<file path="src/rtl/mem_coef_reader.sv">
// Streams a contiguous window of a distributed coefficient RAM as a valid/ready stream.
// Define MEM_COEF_READER_REVERSE_EN to present the window in descending address order.
module mem_coef_reader #(
    parameter int RAM_WIDTH     = 13,
    parameter int RAM_ADDR_BITS = 11
) (
    input  logic                     clk,
    input  logic                     rst_n,
    input  logic                     start,
    input  logic [RAM_ADDR_BITS-1:0] base_addr,
    input  logic [RAM_ADDR_BITS:0]   length,
    output logic                     busy,
    output logic                     done,
    output logic [RAM_ADDR_BITS-1:0] rd_addr,
    input  logic [RAM_WIDTH-1:0]     rd_data,
    output logic                     out_valid,
    input  logic                     out_ready,
    output logic [RAM_WIDTH-1:0]     out_data,
    output logic                     out_last
);

    typedef enum logic [1:0] {
        ST_IDLE  = 2'd0,
        ST_RUN   = 2'd1,
        ST_FLUSH = 2'd2
    } state_t;

    localparam logic [RAM_ADDR_BITS-1:0] ADDR_ONE = 1;
    localparam logic [RAM_ADDR_BITS:0]   REM_ONE  = 1;
    localparam logic [RAM_ADDR_BITS:0]   REM_ZERO = '0;

    state_t                   state_reg;
    logic [RAM_ADDR_BITS-1:0] addr_reg;
    logic [RAM_ADDR_BITS:0]   remaining_reg;
    logic                     busy_reg;
    logic                     done_reg;
    logic                     out_valid_reg;
    logic                     out_last_reg;
    logic [RAM_WIDTH-1:0]     out_data_reg;

    logic                     load_en;
    logic                     handshake;
    logic [RAM_ADDR_BITS-1:0] addr_next;
    logic [RAM_ADDR_BITS-1:0] start_addr;

    assign handshake = out_valid_reg && out_ready;
    assign load_en   = (state_reg == ST_RUN) && (remaining_reg != REM_ZERO)
                       && (!out_valid_reg || out_ready);

`ifdef MEM_COEF_READER_REVERSE_EN
    // Last address of the window; a full 2**RAM_ADDR_BITS length wraps to base-1.
    assign start_addr = base_addr + length[RAM_ADDR_BITS-1:0] - ADDR_ONE;
    assign addr_next  = addr_reg - ADDR_ONE;
`else
    assign start_addr = base_addr;
    assign addr_next  = addr_reg + ADDR_ONE;
`endif

    always_ff @(posedge clk or negedge rst_n) begin
        if (!rst_n) begin
            state_reg     <= ST_IDLE;
            addr_reg      <= '0;
            remaining_reg <= '0;
            busy_reg      <= 1'b0;
            done_reg      <= 1'b0;
            out_valid_reg <= 1'b0;
            out_last_reg  <= 1'b0;
            out_data_reg  <= '0;
        end else begin
            done_reg <= 1'b0;
            case (state_reg)
                ST_IDLE: begin
                    if (start) begin
                        if (length == REM_ZERO) begin
                            done_reg <= 1'b1;
                        end else begin
                            addr_reg      <= start_addr;
                            remaining_reg <= length;
                            busy_reg      <= 1'b1;
                            state_reg     <= ST_RUN;
                        end
                    end
                end
                ST_RUN: begin
                    if (load_en) begin
                        out_data_reg  <= rd_data;
                        out_valid_reg <= 1'b1;
                        out_last_reg  <= (remaining_reg == REM_ONE);
                        addr_reg      <= addr_next;
                        remaining_reg <= remaining_reg - REM_ONE;
                    end else if (handshake) begin
                        out_valid_reg <= 1'b0;
                        out_last_reg  <= 1'b0;
                    end
                    // The last beat never coincides with a load: remaining is already zero.
                    if (handshake && out_last_reg) begin
                        state_reg <= ST_FLUSH;
                    end
                end
                ST_FLUSH: begin
                    busy_reg  <= 1'b0;
                    done_reg  <= 1'b1;
                    state_reg <= ST_IDLE;
                end
                default: begin
                    busy_reg      <= 1'b0;
                    out_valid_reg <= 1'b0;
                    out_last_reg  <= 1'b0;
                    state_reg     <= ST_IDLE;
                end
            endcase
        end
    end

    assign busy      = busy_reg;
    assign done      = done_reg;
    assign rd_addr   = addr_reg;
    assign out_valid = out_valid_reg;
    assign out_last  = out_last_reg;
    assign out_data  = out_data_reg;

endmodule

</file>
<file path="config.mk">
export PLATFORM = sky130hd
export DESIGN_NAME = mem_coef_reader
export DESIGN_NICKNAME = d
export VERILOG_FILES = /design/src/rtl/mem_coef_reader.sv
export SDC_FILE = /design/constraint.sdc
export NUM_CORES = 1
export LEC_CHECK = 0
export ABC_AREA = 1
export ABC_CLOCK_PERIOD_IN_PS = 1700
export CAP_MARGIN = 10
export CORE_MARGIN = 10
export CORE_UTILIZATION = 43
export CTS_BUF_LIST = sky130_fd_sc_hd__clkbuf_4 sky130_fd_sc_hd__clkbuf_8 sky130_fd_sc_hd__clkbuf_16
export CTS_CLUSTER_SIZE = 40
export DETAILED_ROUTE_END_ITERATION = 12
export PLACE_DENSITY = 0.76
export SLEW_MARGIN = 5
export SYNTH_ARGS = -nofsm -noshare
export SYNTH_HDL_FRONTEND = slang
export SYNTH_SLANG_ARGS = --single-unit
</file>
<file path="constraint.sdc">
create_clock -name clk -period 1.7 [get_ports clk]
set_clock_uncertainty 0.1 [all_clocks]
set_input_delay 0.34 -clock clk [delete_from_list [all_inputs] [get_ports clk]]
set_output_delay 0.34 -clock clk [all_outputs]
set_load 0.05 [all_outputs]
</file>
======== After elaboration in Yosys (flattened, before gate mapping) ========
Index checks and enable logic that the tools add are counted.
word-level totals
  register bits ........................... 42
  latch bits .............................. 0
  bits in writable memories ............... 0
  ROM bits ................................ 0
  input bits .............................. 40
  output and inout bits ................... 28
  word-level logic and storage cells ...... 59
  memories ................................ 0
operators by class
  add/sub/neg operators ................... 2
  $mul .................................... 0
  divide/modulo/power cells ............... 0
  $lt $le $gt $ge ......................... 0
  equal/unequal tests ..................... 8
  shift operators ......................... 0
  mux-type cells .......................... 23
  bitwise logic cells ..................... 2
  reduce and logical (&&, ||, !) cells .... 16
operators by type and width
  kind                                                   count
  2-to-1 mux 12 bit                                      3
  2-to-1 mux 11 bit                                      3
  one-hot mux 12 bit (2 select lines)                    1
  one-hot mux 11 bit (2 select lines)                    1
  equality test 12 x 1 -> 1 bit, second input constant   1
  zero test 12 bit                                       1
  nonzero test 12 bit                                    1
  subtractor 12 x 1 -> 12 bit, second input constant     1
  adder 11 x 1 -> 11 bit, second input constant          1
  one-hot mux 1 bit (2 select lines)                     4
  2-to-1 mux 1 bit                                       7
  2-to-1 mux 2 bit                                       3
  inequality test 2 bit, second input constant           3
  AND reduction 3 bit                                    2
  logical AND 1 bit                                      4
  one-hot mux 2 bit (2 select lines)                     1
  AND reduction 2 bit                                    2
  AND reduction 4 bit                                    1
  inequality test 3 bit, second input constant           1
  equality test 2 x 1 -> 1 bit, second input constant    1
  equality test 2 bit, second input constant             1
  zero test 2 bit                                        1
  inequality test 2 x 1 -> 1 bit, second input constant  1
  NOT 1 bit                                              2
  other kinds (4)                                        4

======== Longest topological paths before layout ========
Gate-level depths: netlist of run 1.
  word-level depth ........................ 5
  mapped depth ............................ 11
  gate-level depth less buffers ........... 10

======== Worst setup path after synthesis of run 1 ========
OpenSTA, ideal clock, no wires.
  kind .................................... flip-flop to flip-flop
  start ................................... reg addr_reg[0], in the netlist rd_addr[0]
  end ..................................... reg addr_reg[8], in the netlist rd_addr[8]
  library setup time ...................... 0.122 ns
  arrival time ............................ 1.493 ns
  required time ........................... 1.478 ns
  slack ................................... -0.015 ns
  stages on the path, launching flop included .. 9
  buffers on the path ..................... 0
  cell sequence ........................... dfrtp_1 -> ha_1 -> nand3_1 -> inv_1 -> nand3_1 -> nand3_1 -> nand2_1 -> nand2_1 -> o21ai_1
between the ends
  cells in the longest elaborated chain, start to end .. 3
ends and longest elaborated chain
  what                                 line  RTL
  start: declaration                   33    logic [RAM_ADDR_BITS-1:0] addr_reg;
  start signal: assignment             77    addr_reg <= start_addr;
  start signal: assignment             89    addr_reg <= addr_next;
  adder 11 x 1 -> 11 bit               56    assign addr_next = addr_reg + ADDR_ONE;
  2-to-1 mux 11 bit                    85    if (load_en) begin
  one-hot mux 11 bit (2 select lines)  71    case (state_reg)
No other way between the ends. The select of a mux whose other input is x is not followed.
A chain may end at the register's enable or synchronous reset.

======== Worst setup path after layout of run 1 ========
  start ................................... reg remaining_reg[7]
  end ..................................... reg remaining_reg[7]
between the ends
  cells in the longest elaborated chain, start to end .. 5
ends and longest elaborated chain
  what                                                                 line  RTL
  start: declaration                                                   34    logic [RAM_ADDR_BITS:0] remaining_reg;
  start signal: assignment                                             78    remaining_reg <= length;
  start signal: assignment                                             90    remaining_reg <= remaining_reg - REM_ONE;
  branches (longest 5 deep; another with subtractor 12 x 1 -> 12 bit)  -
Several ways; the timed one is not identified. The select of a mux whose other input is x is not followed.

==> results of run 1 <==
==> Yosys cell counts, types with 4 or more instances <==
cell     instances
o21ai_1          6
dfrtp_1         42
nand2_1        168
buf_2            5
a21oi_1          4
nand3_1         25
inv_2            4
nor2_1          29
inv_1           26
o21ai_0         17
ha_1             4
nand4_1          5
==> per-stage QoR <==
stage	setup TNS, ns	std cells	instance area [µm²]
finish	0	515	3570
global route	-0.0273	515	3570
CTS	0	512	3520
detailed placement	-5.01	503	3410
global placement	-2.97	503	3410
floorplan	0	353	2410
==> worst min-delay path by stage <==
stage	to	slack, ns	startpoint
finish	out_data[11]	0.40	out_data[11]
detailed placement	rd_addr[2]	0.23	rst_n
floorplan	busy	-0.06	rst_n
global placement	rd_addr[2]	0.23	rst_n
CTS	out_data[11]	0.40	out_data[11]
global route	out_data[5]	0.42	out_data[5]
==> kinds of logic after synthesis <==
logic type / synth area share (%)
AO/OA/AOI/OAI: 6.70
XOR/XNOR: 0.364
adder cells (fa/ha/maj): 2.08
buffers and inverters: 7.43
flip-flops: 43.7
AND/OR/NAND/NOR: 39.8
==> what timing repair did <==
item / in CTS / in global routing
hold buffers: 1 / 0
buffers inserted: 0 / 3
resized for setup: 0 / 12
endpoints found under the hold margin: 42 / 0
setup endpoints to repair: 0 / 37
==> cell type report <==
class                           instances  area share [%]
Clock buffer                            6            2.31
Clock inverter                          2           0.351
Inverter                               30            3.16
Multi-Input combinational cell        271            33.5
Sequential cell                        42            29.5
Tap cell                               72            2.52
Timing Repair Buffer                   92            28.6
==> per-layer routing <==
layer	part of all wire, %	up-vias	routed length, µm	global-route usage (%)
li1	-	1274	-	-
met1	43	1143	2820	17.9
met2	48	87	3140	25.8
met3	8.3	9	551	5.71
met4	1.3	0	87	4.61
met5	0	-	0	0
==> worst register-to-register path, stage by stage, from the launching register on <==
cell and delay (ns):
dfrtp_1 0.42, nor2_1 0.15, nand3_2 0.12, nor2_2 0.13, nand2_2 0.09, nand2_4 0.07, nand2_2 0.09, buf_12 0.18
nand2_1 0.08, o21ai_0 0.07
==> power breakdown <==
group          internal [mW]  switching [mW]
registers               1.41           0.448
clock network          0.327           0.353
logic                   1.61            2.31
total                   3.35            3.11
==> flow_metrics.env, run 1 <==
export IMPL_wl_um=6600
export IMPL_startpoint_type="flop"
export IMPL_portBuffers=67
export IMPL_grt_start_max_net_pins=43
export IMPL_start_util_pct=44.0
export IMPL_syn_instance_count=353
export IMPL_r2r_start="remaining_reg[7]"
export IMPL_min_path_cells=2
export IMPL_synth_top_flop_cell="dfrtp_1"
export IMPL_io_pins=68
export IMPL_fin_crit_sh_pct=94.4
export IMPL_crit_arrival_ns=1.69
export IMPL_syn_nets=397
export IMPL_vias=2513
export IMPL_regArea_um2=1050
export IMPL_async_flop_share_pct=100
export IMPL_synth_edf_count=0
export IMPL_clk_pin_slew_ns=0.08
export IMPL_syn_area_um2=2410
export IMPL_outcome="finished clean"
export IMPL_rsz0062_at_grt="true"
export IMPL_cts_sinks=42
export IMPL_die_area_um2=8990
export IMPL_synth_seq_cells=42
export IMPL_path_delay_family="simple AND/OR/NAND/NOR gates"
export IMPL_setup_worst_path_end="remaining_reg[7]"
export IMPL_htreeDepth=2
export IMPL_cts_buffer_depth=2
export IMPL_die_w_um=94.8
export IMPL_yosys_area_top_type="dfrtp_1"
export IMPL_setup_slack_ns=0.0951
export IMPL_overflow=0
export IMPL_gp_congestion=0.813
export IMPL_drtAntennaViolNets=0
export IMPL_core_um2=5470
export IMPL_p_total_mw=6.46
export IMPL_final_hold_viol_count=0
export IMPL_setup_viol=0
export IMPL_pre_cts_ws_ns=-0.202
export IMPL_rrSetupSlack_ns=0.1
export IMPL_cts_root_buf="clkbuf_8"
export IMPL_cp_slowest_stage_delay_ns=0.42
export IMPL_slew_headroom_pct=77.7
export IMPL_die_y_um=94.8
export IMPL_worst_pin_slew_ns=0.334
export IMPL_viasPerCell=4.88
export IMPL_path_buf_inv=1
export IMPL_layout_common_cells="nand2_1, dfrtp_1, clkdlybuf4s50_1, buf_4"
export IMPL_synth_warnings=0
export IMPL_cp_cell_sequence="nor2_1, nand3_2, nor2_2, nand2_2, nand2_4, nand2_2, buf_12, nand2_1, o21ai_0"
export IMPL_first_pass_iters=5
export IMPL_place_hpwl_um=5060
export IMPL_area_delta_synth_final_pct=48.2
export IMPL_rr_endpoint="remaining_reg[7]"
export IMPL_final_common_cell="nand2_1"
export IMPL_ys_top_cells_by_area="dfrtp_1, nand2_1, nand3_1"
export IMPL_final_util_pct=65.2
export IMPL_cts_buffers=5
export IMPL_p_leak_nw=1.83
export IMPL_slew_viol_final=0
export IMPL_ir_worst_vdd_mv=1.07
export IMPL_cp_max_fo=25
export IMPL_cp_required_ns=1.79
export IMPL_cp_common_cell="nand2_2"
export IMPL_synth_top_area_share_pct=43.7
export IMPL_grt_usage_pct=15.4
export IMPL_r2r_cells=9
export IMPL_multi_input_area_um2=1190
export IMPL_cts_tree="yes"
export IMPL_yosysSeqAreaShare_pct=43.7
export IMPL_yosysUniqueCellTypes=20
export IMPL_largest_reg_flops=13
export IMPL_crit_path_start="remaining_reg[7]"
export IMPL_cpMaxStageDelayCell="dfrtp_1"
export IMPL_wl_per_cell_um=12.8
export IMPL_nNetsFinal=486
export IMPL_final_layout_size_suffix_gt1_share_pct=19.9
export IMPL_crit_type="flop to flop"
export IMPL_rows=27
export IMPL_post_route_drc_count=0
export IMPL_drv_cap=0
export IMPL_grt_pass1_vias=2468
export IMPL_clock_fmax_mhz=623
export IMPL_grt_first_pass_wirelength_um=11200
export IMPL_cp_num_cells=9
export IMPL_first_iter_violations=136
export IMPL_avgSynthCellArea_um2=6.82
export IMPL_antenna_found_initial=0
export IMPL_end_kind="flop"
export IMPL_diodes=0
export IMPL_fill_cells=485
export IMPL_worst_hold_slack_ns=0.397
export IMPL_p_per_area_nw_per_um2=1810
export IMPL_clock_latency_ns=0.30
export IMPL_hp_class="flop to flop"
export IMPL_period_minus_slack_ns=1.60
Power figures use the tool's default switching activity.
==> run 2, diff against run 1 <==
Settings changed: CORE_ASPECT_RATIO from default to 0.6, RECOVER_POWER from default to 50.
==> flow_metrics.env, run 2 (synthesis results as in run 1) <==
export IMPL_outcome="finished clean"
export IMPL_portBuffers=67
export IMPL_final_layout_size_suffix_gt1_share_pct=21.4
export IMPL_slew_viol_final=0
export IMPL_hp_class="input pin to flop"
export IMPL_postPlaceCellArea_um2=3430
export IMPL_busiest_layer="met1"
export IMPL_worst_pin_slew_ns=0.577
export IMPL_clock_fmax_mhz=615
export IMPL_final_hold_viol_count=0
export IMPL_cp_required_ns=1.77
export IMPL_regArea_um2=1050
export IMPL_io_pins=68
export IMPL_met1_usage_pct=23.6
export IMPL_place_hpwl_um=5550
export IMPL_p_per_area_nw_per_um2=1840
export IMPL_cts_tree="yes"
export IMPL_ir_worst_vdd_mv=0.947
export IMPL_grt_util_met3_pct=3.84
export IMPL_grt_start_max_net_pins=43
export IMPL_overflow=0
export IMPL_grt_usage_pct=15.9
export IMPL_setup_slack_ns=0.0733
export IMPL_grt_pass1_vias=2355
export IMPL_cts_root_buf="clkbuf_8"
export IMPL_placed_cells=501
export IMPL_post_route_drc_count=0
export IMPL_rows=20
export IMPL_slew_headroom_pct=61.5
export IMPL_setup_viol=0
export IMPL_p_leak_nw=1.87
export IMPL_area_delta_synth_final_pct=49.2
export IMPL_drtAntennaViolNets=0
export IMPL_stdcell_area_um2=3590
export IMPL_cts_sinks=42
export IMPL_htreeDepth=2
export IMPL_cp_max_fo=13
export IMPL_first_pass_iters=5
export IMPL_rsz0062_at_grt="true"
export IMPL_crit_arrival_ns=1.69
export IMPL_nNetsFinal=491
export IMPL_viasPerCell=5.09
export IMPL_fill_cells=435
export IMPL_crit_type="input pin to flop"
export IMPL_finalNonFillerCells=514
export IMPL_gp_congestion=0.852
export IMPL_diodes=0
export IMPL_startpoint_type="input pin"
export IMPL_wl_per_cell_um=14.4
export IMPL_antenna_found_initial=0
export IMPL_grtUsageMet2_pct=22.6
export IMPL_multi_input_area_um2=1220
export IMPL_clk_pin_slew_ns=0.09
export IMPL_vias=2615
export IMPL_wl_um=7420
export IMPL_die_w_um=117
export IMPL_worst_hold_slack_ns=0.338
export IMPL_die_area_um2=9090
export IMPL_drv_cap=0
export IMPL_start_util_pct=46.0
export IMPL_end_kind="flop"
export IMPL_clock_latency_ns=0.29
export IMPL_period_minus_slack_ns=1.63
export IMPL_fin_setup_tns_ns=0
export IMPL_fin_crit_sh_pct=95.7
export IMPL_cts_buffers=5
export IMPL_core_um2=5230
export IMPL_first_iter_violations=225
export IMPL_layout_common_cells="nand2_1, dfrtp_1, clkdlybuf4s50_1, buf_4, nor2_1"
export IMPL_cts_buffer_depth=2
export IMPL_largest_reg_flops=13
export IMPL_die_y_um=78.0
export IMPL_grt_first_pass_wirelength_um=11800
export IMPL_pre_cts_ws_ns=-0.360
export IMPL_final_common_cell="nand2_1"
run 2: cell count changes in the layout (fill, tap and decap cells not counted), sizes merged:
| cell | change |
|---|---|
| dlymetal6s2s | +4 |
| clkinv | +1 |
| clkbuf | +8 |
| clkinvlp | -1 |
| clkdlybuf4s50 | -1 |
| buf | -7 |
| bufinv | +1 |
run 2: what timing repair did:
action	4_1_cts	5_1_grt
buffers inserted	0	4
hold buffers	1	0
gates cloned	0	0
endpoints found under the hold margin	42	0
resized for setup	3	20
pin swaps	0	4
endpoints found under the setup margin	23	38
run 2: cell type report:
| cell class | instances | area share [%] |
|---|---|---|
| clock inverters | 3 | 1.11 |
| clock buffers | 5 | 1.92 |
| flip-flops and latches | 42 | 29.4 |
| repair buffers | 97 | 28.0 |
| multi-input cells | 271 | 34.1 |
| inverters | 30 | 3.14 |
| well taps | 66 | 2.30 |
run 2: power by group:
group	leakage, nW	total [mW]	switching [mW]	internal [mW]
logic	1.30	3.99	2.45	1.55
registers	0.513	1.84	0.428	1.41
clock network	0.0579	0.787	0.354	0.433
run 2: path summary, 6_finish.rpt:
path                                   from               end  slack [ns]  depth (start not counted)
max reg2reg                remaining_reg[0]       out_data[6]        0.08                         11
max                               length[5]        rd_addr[7]        0.07                         10
min reg2reg                     out_data[2]       out_data[2]        0.38                          2
min in group asynchronous             rst_n        rd_addr[1]        0.59                          3
min                               length[4]  remaining_reg[4]        0.34                          5
max in group asynchronous             rst_n  remaining_reg[9]        0.48                          3
run 2: layer usage:
| metal | wire, µm | up-vias |
|---|---|---|
| li1 | - | 1284 |
| met1 | 3600 | 1217 |
| met2 | 3170 | 108 |
| met5 | 0 | - |
| met3 | 576 | 6 |
| met4 | 70 | 0 |
run 2: metrics by stage:
stage                     total power [mW]  utilization [%]
after floorplan                       4.14                -
after global placement                5.70             65.7
after detailed placement              5.78             65.7
after CTS                             6.60             68.2
after global routing                  7.07             68.7
final                                 6.62             68.7
run 2: worst max-delay path: stages:
cell and delay (ns):
clkdlybuf4s50_1 0.43, nor2_1 0.10, nand2_1 0.09, nor2_4 0.17
nand2_2 0.07, nand3_2 0.09, nand2_4 0.09, buf_8 0.15
nand2_1 0.07, o21ai_0 0.09
==> run 3, diff against run 2 <==
--- a/config.mk
+++ b/config.mk
@@ -10,5 +10,4 @@
 export CAP_MARGIN = 10
 export CORE_ASPECT_RATIO = 0.6
-export CORE_MARGIN = 10
 export CORE_UTILIZATION = 43
 export CTS_BUF_LIST = sky130_fd_sc_hd__clkbuf_4 sky130_fd_sc_hd__clkbuf_8 sky130_fd_sc_hd__clkbuf_16
==> constraint.sdc (replaced) <==
create_clock -name clk -period 1.7 [get_ports clk]
set_clock_uncertainty 0.1 [all_clocks]
set_input_delay 0.17 -clock clk [delete_from_list [all_inputs] [get_ports clk]]
set_output_delay 0.17 -clock clk [all_outputs]
set_load 0.05 [all_outputs]
==> flow_metrics.env, run 3 (synthesis results as in run 1) <==
export IMPL_crit_type="flop to flop"
export IMPL_setup_worst_path_end="out_data[6]"
export IMPL_cts_tree="yes"
export IMPL_outcome="finished clean"
export IMPL_cts_sinks=42
export IMPL_clock_fmax_mhz=602
export IMPL_setup_slack_ns=0.0384
export IMPL_cp_cell_sequence="inv_2, ha_4, inv_1, nor2_2, nand2_2, nand2_4, buf_6, clkinvlp_4, nand2_1, nand2_1"
export IMPL_ir_worst_vdd_mv=0.919
export IMPL_final_layout_size_suffix_gt1_share_pct=19.6
export IMPL_htreeDepth=2
export IMPL_placed_cells=502
export IMPL_hp_class="input pin to async pin"
export IMPL_clock_power_share_pct=10.9
export IMPL_place_hpwl_um=4860
export IMPL_r2r_cells=10
export IMPL_p_sw_share_pct=51.4
export IMPL_drtAntennaViolNets=0
export IMPL_grt_usage_pct=23.0
export IMPL_grt_start_max_net_pins=24
export IMPL_io_pins=68
export IMPL_finalNonFillerCells=520
export IMPL_portBuffers=67
export IMPL_wl_per_cell_um=13.5
export IMPL_first_iter_violations=181
export IMPL_antenna_found_initial=0
export IMPL_die_w_um=98.6
export IMPL_wl_um=7000
export IMPL_start_util_pct=46.0
export IMPL_final_hold_viol_count=0
export IMPL_core_um2=5230
export IMPL_worst_pin_slew_ns=0.610
export IMPL_gp_congestion=0.897
export IMPL_rr_endpoint="out_data[6]"
export IMPL_p_seq_share_pct=29.0
export IMPL_clock_latency_ns=0.30
export IMPL_cts_buffers=5
export IMPL_period_minus_slack_ns=1.66
export IMPL_drv_cap=0
export IMPL_grt_first_pass_wirelength_um=10200
export IMPL_crit_path_start="remaining_reg[1]"
export IMPL_cp_common_cell="nand2_1"
export IMPL_cp_required_ns=1.79
export IMPL_cp_slowest_stage_delay_ns=0.42
export IMPL_slew_headroom_pct=59.5
export IMPL_viasPerCell=5.01
export IMPL_p_per_area_nw_per_um2=1810
export IMPL_power_switching_mw=3.20
export IMPL_fill_cells=468
export IMPL_layout_common_cells="nand2_1, buf_4, dfrtp_1, clkdlybuf4s50_1, nor2_1"
export IMPL_startpoint_type="flop"
export IMPL_cts_root_buf="clkbuf_8"
export IMPL_nNetsFinal=497
export IMPL_grt_pass1_vias=2177
export IMPL_slew_viol_final=0
export IMPL_area_delta_synth_final_pct=42.7
export IMPL_p_int_mw=3.02
export IMPL_path_buf_inv=4
export IMPL_die_y_um=60.0
export IMPL_setup_viol=0
export IMPL_crit_arrival_ns=1.76
export IMPL_pwr_share_comb_pct=60.1
export IMPL_final_common_cell="nand2_1"
export IMPL_cpMaxStageDelayCell="dfrtp_1"
export IMPL_path_delay_family="simple AND/OR/NAND/NOR gates"
export IMPL_rows=20
export IMPL_end_kind="flop"
export IMPL_largest_reg_flops=13
export IMPL_die_area_um2=5910
export IMPL_cp_num_cells=10
export IMPL_fin_crit_sh_pct=97.7
export IMPL_cp_max_fo=7
export IMPL_r2r_start="remaining_reg[1]"
export IMPL_rrSetupSlack_ns=0.04
export IMPL_vias=2607
export IMPL_pre_cts_ws_ns=-0.257
export IMPL_first_pass_iters=5
export IMPL_p_leak_nw=1.77
export IMPL_cts_buffer_depth=2
export IMPL_post_route_drc_count=0
export IMPL_clk_pin_slew_ns=0.08
export IMPL_diodes=0
export IMPL_overflow=0
[run 3: worst min-delay path by stage]
| stage | from | endpoint | cells past startpoint |
|---|---|---|---|
| after floorplan | rst_n | busy | 0 |
| after global placement | rst_n | rd_addr[2] | 1 |
| after detailed placement | rst_n | remaining_reg[6] | 1 |
| after CTS | rst_n | remaining_reg[11] | 2 |
| after global routing | rst_n | rd_addr[1] | 2 |
| final | rst_n | rd_addr[1] | 2 |
[run 3: cell type report]
cell class                 count  area, µm²  share of cell area, %
clock inverter                 1       5.00                  0.146
sequential                    42       1050                   30.7
tap                           66       82.6                   2.40
timing repair inverter         1       7.51                  0.219
clock buffer                   7       90.1                   2.62
multi-input combinational    272       1240                   36.2
inverter                      30        116                   3.39
timing repair buffer         101        837                   24.4
[run 3: per-layer routing]
metal | GRT usage (%) | vias to the layer above | wire [µm] | part of all wire [%]
li1 | - | 1294 | - | -
met3 | 7.02 | 12 | 494 | 7.1
met4 | 7.68 | 0 | 101 | 1.4
met1 | 33.6 | 1198 | 3480 | 50
met5 | 0 | - | 0 | 0
met2 | 32.4 | 103 | 2930 | 42
[run 3: power by group through the flow]
stage	combinational (mW)	sequential, mW	clock [mW]
final	3.73	1.80	0.677
after global routing	4.09	1.85	0.740
after CTS	3.53	1.77	0.696
after detailed placement	3.50	1.78	0
after global placement	3.42	1.77	0
after floorplan	1.51	2.63	0
[run 3: what timing repair did]
| item | in CTS | in global routing |
|---|---|---|
| hold buffers | 1 | 0 |
| cloned | 0 | 3 |
| endpoints found under the setup margin | 22 | 36 |
| pin swaps | 0 | 5 |
| endpoints found under the hold margin | 19 | 0 |
| buffers inserted | 0 | 6 |
| gates resized for setup | 2 | 17 |
[run 3: through the flow]
step	util, %	hold slack, ns	cell area, µm²	setup TNS (ns)	power, mW
final	65.7	0.238	3430	0	6.21
after global routing	65.7	0.275	3430	-0.878	6.68
after CTS	64.1	0.266	3350	0	5.99
after detailed placement	62.0	0.0516	3240	-4.31	5.28
after global placement	62.0	0.0510	3240	-3.15	5.19
after floorplan	-	-0.226	2410	0	4.14
